## config.mk

```make
export PLATFORM = sky130hd
export DESIGN_NAME = sha256_sched_ctrl_flat
export DESIGN_NICKNAME = d
export VERILOG_FILES = /design/src/rtl/sha256_sched_ctrl_if.sv /design/src/rtl/sha256_sched_ctrl.sv /design/src/flat_wrapper.sv
export SDC_FILE = /design/constraint.sdc
export NUM_CORES = 1
export LEC_CHECK = 0
export BUFFER_PORTS_ARGS = -buffer_cell sky130_fd_sc_hd__buf_4
export CORE_UTILIZATION = 40
export CTS_CLUSTER_SIZE = 30
export DETAILED_ROUTE_END_ITERATION = 8
export GPL_TIMING_DRIVEN = 0
export SYNTH_ARGS = -nofsm -noshare
export SYNTH_HDL_FRONTEND = slang
export SYNTH_SLANG_ARGS = --single-unit
```

## constraint.sdc

```tcl
create_clock -name i_clk -period 8.4 [get_ports i_clk]
set_input_delay 0.42 -clock i_clk [delete_from_list [all_inputs] [get_ports i_clk]]
set_output_delay 0.42 -clock i_clk [all_outputs]
set_load 0.02 [all_outputs]
```

## src/rtl/sha256_sched_ctrl_if.sv

```systemverilog
// Handshake bundle between the SHA-256 schedule controller, its message source and the round engine.
// Bulk-load pins exist only when SHA256_SCHED_BULK_LOAD_EN is defined.
interface sha256_sched_ctrl_if;
   logic         i_start;
   logic [31:0]  i_m;
   logic         i_m_valid;
   logic         o_m_ready;
   logic [31:0]  o_w;
   logic         o_w_valid;
   logic         i_w_ready;
   logic [5:0]   o_t;
   logic         o_last;
   logic         o_busy;
   logic         o_done;
`ifdef SHA256_SCHED_BULK_LOAD_EN
   logic [511:0] i_block;
   logic         i_block_valid;

   modport slave (
      input  i_start, i_m, i_m_valid, i_w_ready, i_block, i_block_valid,
      output o_m_ready, o_w, o_w_valid, o_t, o_last, o_busy, o_done
   );
   modport master (
      output i_start, i_m, i_m_valid, i_w_ready, i_block, i_block_valid,
      input  o_m_ready, o_w, o_w_valid, o_t, o_last, o_busy, o_done
   );
`else
   modport slave (
      input  i_start, i_m, i_m_valid, i_w_ready,
      output o_m_ready, o_w, o_w_valid, o_t, o_last, o_busy, o_done
   );
   modport master (
      output i_start, i_m, i_m_valid, i_w_ready,
      input  o_m_ready, o_w, o_w_valid, o_t, o_last, o_busy, o_done
   );
`endif
endinterface

```

## src/rtl/sha256_sched_ctrl.sv

```systemverilog
// SHA-256 message-schedule controller: 16-word sliding window emitting W0..W(ROUNDS-1).
// Optional single-cycle block load is enabled by defining SHA256_SCHED_BULK_LOAD_EN.
module sha256_sched_ctrl #(
   parameter int ROUNDS = 64
) (
   input  logic               i_clk,
   input  logic               i_rst,
   sha256_sched_ctrl_if.slave bus,
   output logic [1:0]         o_state
);

   typedef enum logic [1:0] {S_IDLE, S_LOAD, S_STREAM, S_DONE} state_t;

   localparam logic [5:0] LAST_T = 6'(ROUNDS - 1);

   state_t      state, state_nxt;
   logic [31:0] win [16];
   logic [3:0]  ld_cnt;
   logic [5:0]  t_cnt;
   logic        m_fire, bulk_fire, pop, at_last;
   logic [31:0] w_next;

   function automatic logic [31:0] sig0(input logic [31:0] x);
      return {x[6:0], x[31:7]} ^ {x[17:0], x[31:18]} ^ (x >> 3);
   endfunction

   function automatic logic [31:0] sig1(input logic [31:0] x);
      return {x[16:0], x[31:17]} ^ {x[18:0], x[31:19]} ^ (x >> 10);
   endfunction

   // A transfer happens on a rising edge where valid and ready are both high;
   // valid never waits on ready, and o_w/o_t hold steady until the transfer.
   assign m_fire  = (state == S_LOAD) && bus.i_m_valid;
`ifdef SHA256_SCHED_BULK_LOAD_EN
   assign bulk_fire = (state == S_LOAD) && bus.i_block_valid;
`else
   assign bulk_fire = 1'b0;
`endif
   assign pop     = (state == S_STREAM) && bus.i_w_ready;
   assign at_last = (t_cnt == LAST_T);
   assign w_next  = sig1(win[14]) + win[9] + sig0(win[1]) + win[0];
   assign o_state = state;

   always_ff @(posedge i_clk) begin
      if (i_rst) state <= S_IDLE;
      else       state <= state_nxt;
   end

   always_comb begin
      state_nxt     = state;
      bus.o_m_ready = 1'b0;
      bus.o_w_valid = 1'b0;
      bus.o_w       = '0;
      bus.o_t       = '0;
      bus.o_last    = 1'b0;
      bus.o_busy    = 1'b0;
      bus.o_done    = 1'b0;
      case (state)
         S_IDLE: begin
            if (bus.i_start) state_nxt = S_LOAD;
         end
         S_LOAD: begin
            bus.o_m_ready = 1'b1;
            bus.o_busy    = 1'b1;
            if (bulk_fire || (m_fire && ld_cnt == 4'd15)) state_nxt = S_STREAM;
         end
         S_STREAM: begin
            bus.o_w_valid = 1'b1;
            bus.o_busy    = 1'b1;
            bus.o_w       = win[0];
            bus.o_t       = t_cnt;
            bus.o_last    = at_last;
            if (pop && at_last) state_nxt = S_DONE;
         end
         S_DONE: begin
            bus.o_done = 1'b1;
            state_nxt  = S_IDLE;
         end
         default: state_nxt = S_IDLE;
      endcase
   end

   // Window: W(t) sits in win[0]; each pop shifts in W(t+16) computed from the same window.
   always_ff @(posedge i_clk) begin
      if (i_rst) begin
         for (int k = 0; k < 16; k++) win[k] <= '0;
         ld_cnt <= '0;
         t_cnt  <= '0;
      end else begin
         case (state)
            S_IDLE: begin
               ld_cnt <= '0;
               t_cnt  <= '0;
            end
            S_LOAD: begin
`ifdef SHA256_SCHED_BULK_LOAD_EN
               if (bus.i_block_valid) begin
                  for (int k = 0; k < 16; k++) win[k] <= bus.i_block[511-32*k -: 32];
               end else
`endif
               if (m_fire) begin
                  for (int k = 0; k < 15; k++) win[k] <= win[k+1];
                  win[15] <= bus.i_m;
                  ld_cnt  <= ld_cnt + 4'd1;
               end
            end
            S_STREAM: begin
               if (pop) begin
                  for (int k = 0; k < 15; k++) win[k] <= win[k+1];
                  win[15] <= w_next;
                  t_cnt   <= t_cnt + 6'd1;
               end
            end
            default: ;
         endcase
      end
   end

endmodule

```

## src/flat_wrapper.sv

```systemverilog
// flat-port wrapper written by rule: the top's interface ports become plain ports
module sha256_sched_ctrl_flat 
#(
   parameter int ROUNDS = 64
)
  (i_clk, i_rst, o_state, bus_i_start, bus_i_m, bus_i_m_valid, bus_i_w_ready, bus_o_m_ready, bus_o_w, bus_o_w_valid, bus_o_t, bus_o_last, bus_o_busy, bus_o_done);
  sha256_sched_ctrl_if bus_i ();
  input  logic i_clk;
  input  logic i_rst;
  output logic [1:0] o_state;
  input wire logic [$bits(bus_i.i_start)-1:0] bus_i_start;
  input wire logic [$bits(bus_i.i_m)-1:0] bus_i_m;
  input wire logic [$bits(bus_i.i_m_valid)-1:0] bus_i_m_valid;
  input wire logic [$bits(bus_i.i_w_ready)-1:0] bus_i_w_ready;
  output wire logic [$bits(bus_i.o_m_ready)-1:0] bus_o_m_ready;
  output wire logic [$bits(bus_i.o_w)-1:0] bus_o_w;
  output wire logic [$bits(bus_i.o_w_valid)-1:0] bus_o_w_valid;
  output wire logic [$bits(bus_i.o_t)-1:0] bus_o_t;
  output wire logic [$bits(bus_i.o_last)-1:0] bus_o_last;
  output wire logic [$bits(bus_i.o_busy)-1:0] bus_o_busy;
  output wire logic [$bits(bus_i.o_done)-1:0] bus_o_done;
  assign bus_i.i_start = bus_i_start;
  assign bus_i.i_m = bus_i_m;
  assign bus_i.i_m_valid = bus_i_m_valid;
  assign bus_i.i_w_ready = bus_i_w_ready;
  assign bus_o_m_ready = bus_i.o_m_ready;
  assign bus_o_w = bus_i.o_w;
  assign bus_o_w_valid = bus_i.o_w_valid;
  assign bus_o_t = bus_i.o_t;
  assign bus_o_last = bus_i.o_last;
  assign bus_o_busy = bus_i.o_busy;
  assign bus_o_done = bus_i.o_done;
  sha256_sched_ctrl #(.ROUNDS(ROUNDS)) u_core (.i_clk(i_clk), .i_rst(i_rst), .bus(bus_i), .o_state(o_state));
endmodule
```

==> run metrics <==
status finished, final reports clean; dpl hpwl 42.7 mm; aggregate routed wire length 56.3 mm; clk sinks 524; global-route wire length before repair 82.8 mm; filler cell count 5357; Top FF cell, synth edfxtp_1; die area 61500 sq um; Area Overhead vs Synth 14.5%; post-route ant nets 0; Post-Syn Instances 1793; Die X 248 um; Crit. End Element register; fin. max-slew vios 0; Initial Util 0.407; vias 13500; Inserted Diodes 0; Worst-Margin Slew 0.872 ns; Yosys reg bits 524; Max Fanout on Critical Path 4; Synth cell types 53; Setup crit start kind register; EDFF count, synth 512; TritonRoute pass-1 iters 5; Hold WC Path Type input pin to register; Die Span Y 248 um; row cnt 89; slew margin rel. 0.419; H-tree Lvls 2; Port Buf Inserts 81; Placer Congestion 0.922; Worst Clk Skew 0.0273 ns; clock slew at reported path FFs 0.06 ns; Yosys warning total 0; Clk Latency, worst-skew pair 0.61 ns; Num CTS Buffers 52; final non-filler cell area 27700 sq um; DP Area 26000 sq um; # DRC 0; post-CTS sizing 0; max cap viols 0; fmax 200 MHz; CP required 8.71 ns; Via-to-Cell Ratio 4.90; final setup fails 0; Core Region 59500 sq um; hold_buf cts 0; min Tclk post-route 5.01 ns; GR Util All Layers 0.187; CTS root buf clkbuf_16; grt ovf 0; Initial DRC Count 1138; TritonCTS clock tree yes; period utilization 0.596; Setup TNS Final 0 ns; maximum clock path buffer count 3; share of layout cells above drive strength 1 0.0881; worst path arrival time 5.32 ns; final net count 2072; Ports 82; CP Class register to register; RSZ-0062 raised after global routing no; Seq/Total Area, Yosys 0.645; mapped cell area 24200 sq um; fraction of registers with async set/reset 0; largest net degree at the start of global routing 72; syn_area_per_cell 13.5 sq um; detailed-route wire length per cell 20.5 um; number of global-route vias before repair 13000; Post-CTS Repair Setup Buffers 0; Final Hold Vio Count 0; Mapped Nets 1929; initial antenna violation count 2
==> state kept, by name, indices dropped and copies added (netlist names) <==
name and cells:
u_core.t_cnt 6, u_core.o_state 2, u_core.win 512, u_core.ld_cnt 4
==> cells in the final DEF, fill, tap and decap left out, types with 3 or more instances in the layout <==
| master | count |
|---|---|
| o31ai_1 | 3 |
| nand4_1 | 8 |
| mux2i_1 | 4 |
| a21oi_1 | 42 |
| o21bai_1 | 4 |
| buf_16 | 7 |
| nor2b_1 | 163 |
| xnor2_1 | 113 |
| inv_1 | 155 |
| clkinv_1 | 6 |
| bufinv_16 | 7 |
| xor2_1 | 29 |
| buf_4 | 81 |
| nor2_1 | 29 |
| nand2_1 | 53 |
| edfxtp_1 | 512 |
| clkinv_2 | 13 |
| a21o_1 | 9 |
| ha_1 | 37 |
| clkbuf_1 | 81 |
| nor3_1 | 8 |
| a211oi_1 | 5 |
| dfxtp_1 | 12 |
| a22o_1 | 6 |
| and2_1 | 359 |
| fa_1 | 62 |
| o21ai_0 | 45 |
| nand3_1 | 11 |
| nand2b_1 | 5 |
| or3_1 | 3 |
| o211ai_1 | 3 |
| and3_1 | 3 |
| clkbuf_16 | 54 |
| o21a_1 | 6 |
==> cells in the mapped netlist, types with 29 or more instances <==
library cell	count	area, sq um
clkbuf_1	71	267
xor2_1	29	254
edfxtp_1	512	15400
and2_1	359	2250
inv_1	155	582
nor2b_1	163	1020
ha_1	37	463
fa_1	62	1240
nor2_1	29	109
a21oi_1	42	210
xnor2_1	113	990
o21ai_0	45	225
nand2_1	56	210
==> through the flow <==
stage                     utilization  hold WS [ns]  setup slack (ns)  cells
after detailed placement        0.438         0.502              3.51   2655
after CTS                       0.467        0.0717              3.47   2748
after global placement          0.434         0.499             -2.39   2647
final                           0.467         0.105              3.39   2748
after floorplan                     -         0.472             0.430   1793
after global routing            0.467        0.0960              3.10   2748
==> final timing paths <==
path / startpoint / endpoint / slack (ns) / cells after the start
min reg2reg: u_core.win[10][9] / u_core.win[9][9] / 0.51 / 1
min: bus_i_m[29] / u_core.win[15][29] / 0.11 / 3
max reg2reg: u_core.win[1][8] / u_core.win[15][23] / 3.39 / 17
max: u_core.win[1][8] / u_core.win[15][23] / 3.39 / 17
==> cell type report <==
| class | instances | area, sq um | share of cell area |
|---|---|---|---|
| Tap cell | 773 | 967 | 0.0349 |
| Inverter | 155 | 582 | 0.0210 |
| Clock inverter | 29 | 329 | 0.0119 |
| Buffer | 71 | 267 | 0.00961 |
| Sequential cell | 524 | 15600 | 0.563 |
| Clock buffer | 64 | 1390 | 0.0501 |
| Timing Repair Buffer | 89 | 821 | 0.0296 |
| Multi-Input combinational cell | 1043 | 7770 | 0.280 |
==> critical path: stages, from the launching register on <==
cell and delay, ns:
edfxtp_1 0.55, xnor2_1 0.22, xnor2_1 0.30, fa_1 0.48, inv_1 0.08, fa_1 0.40
inv_1 0.07, ha_1 0.20, inv_1 0.08, fa_1 0.45, nor2b_1 0.18, o2111ai_1 0.17
nand2_1 0.20, a211oi_1 0.10, o21ai_0 0.45, a41oi_1 0.26, xor2_1 0.37, o21ai_0 0.18
==> logic make-up (layout without fill, tap and decap cells) <==
kind of cell | after synthesis | in the layout | share of synthesized area
simple gates | 654 | 654 | 0.160
flops | 524 | 524 | 0.645
buf+inv | 226 | 408 | 0.0350
compound gates | 144 | 144 | 0.0368
xor+xnor | 142 | 142 | 0.0514
fa+ha+maj | 99 | 99 | 0.0704
mux | 4 | 4 | 0.00165
==> per-layer routing <==
| metal | track usage | wire length (um) | up-vias | share of wire |
|---|---|---|---|---|
| met1 | 0.266 | 25400 | 6664 | 0.45 |
| met3 | 0.0448 | 4270 | 84 | 0.076 |
| met2 | 0.283 | 25200 | 407 | 0.45 |
| li1 | - | - | 6317 | - |
| met4 | 0.0543 | 1360 | 4 | 0.024 |
| met5 | 0.0207 | 166 | - | 0.0029 |
Power is not shown: default switching activity piles up to over one toggle a cycle in this logic, so the estimate is an artifact.
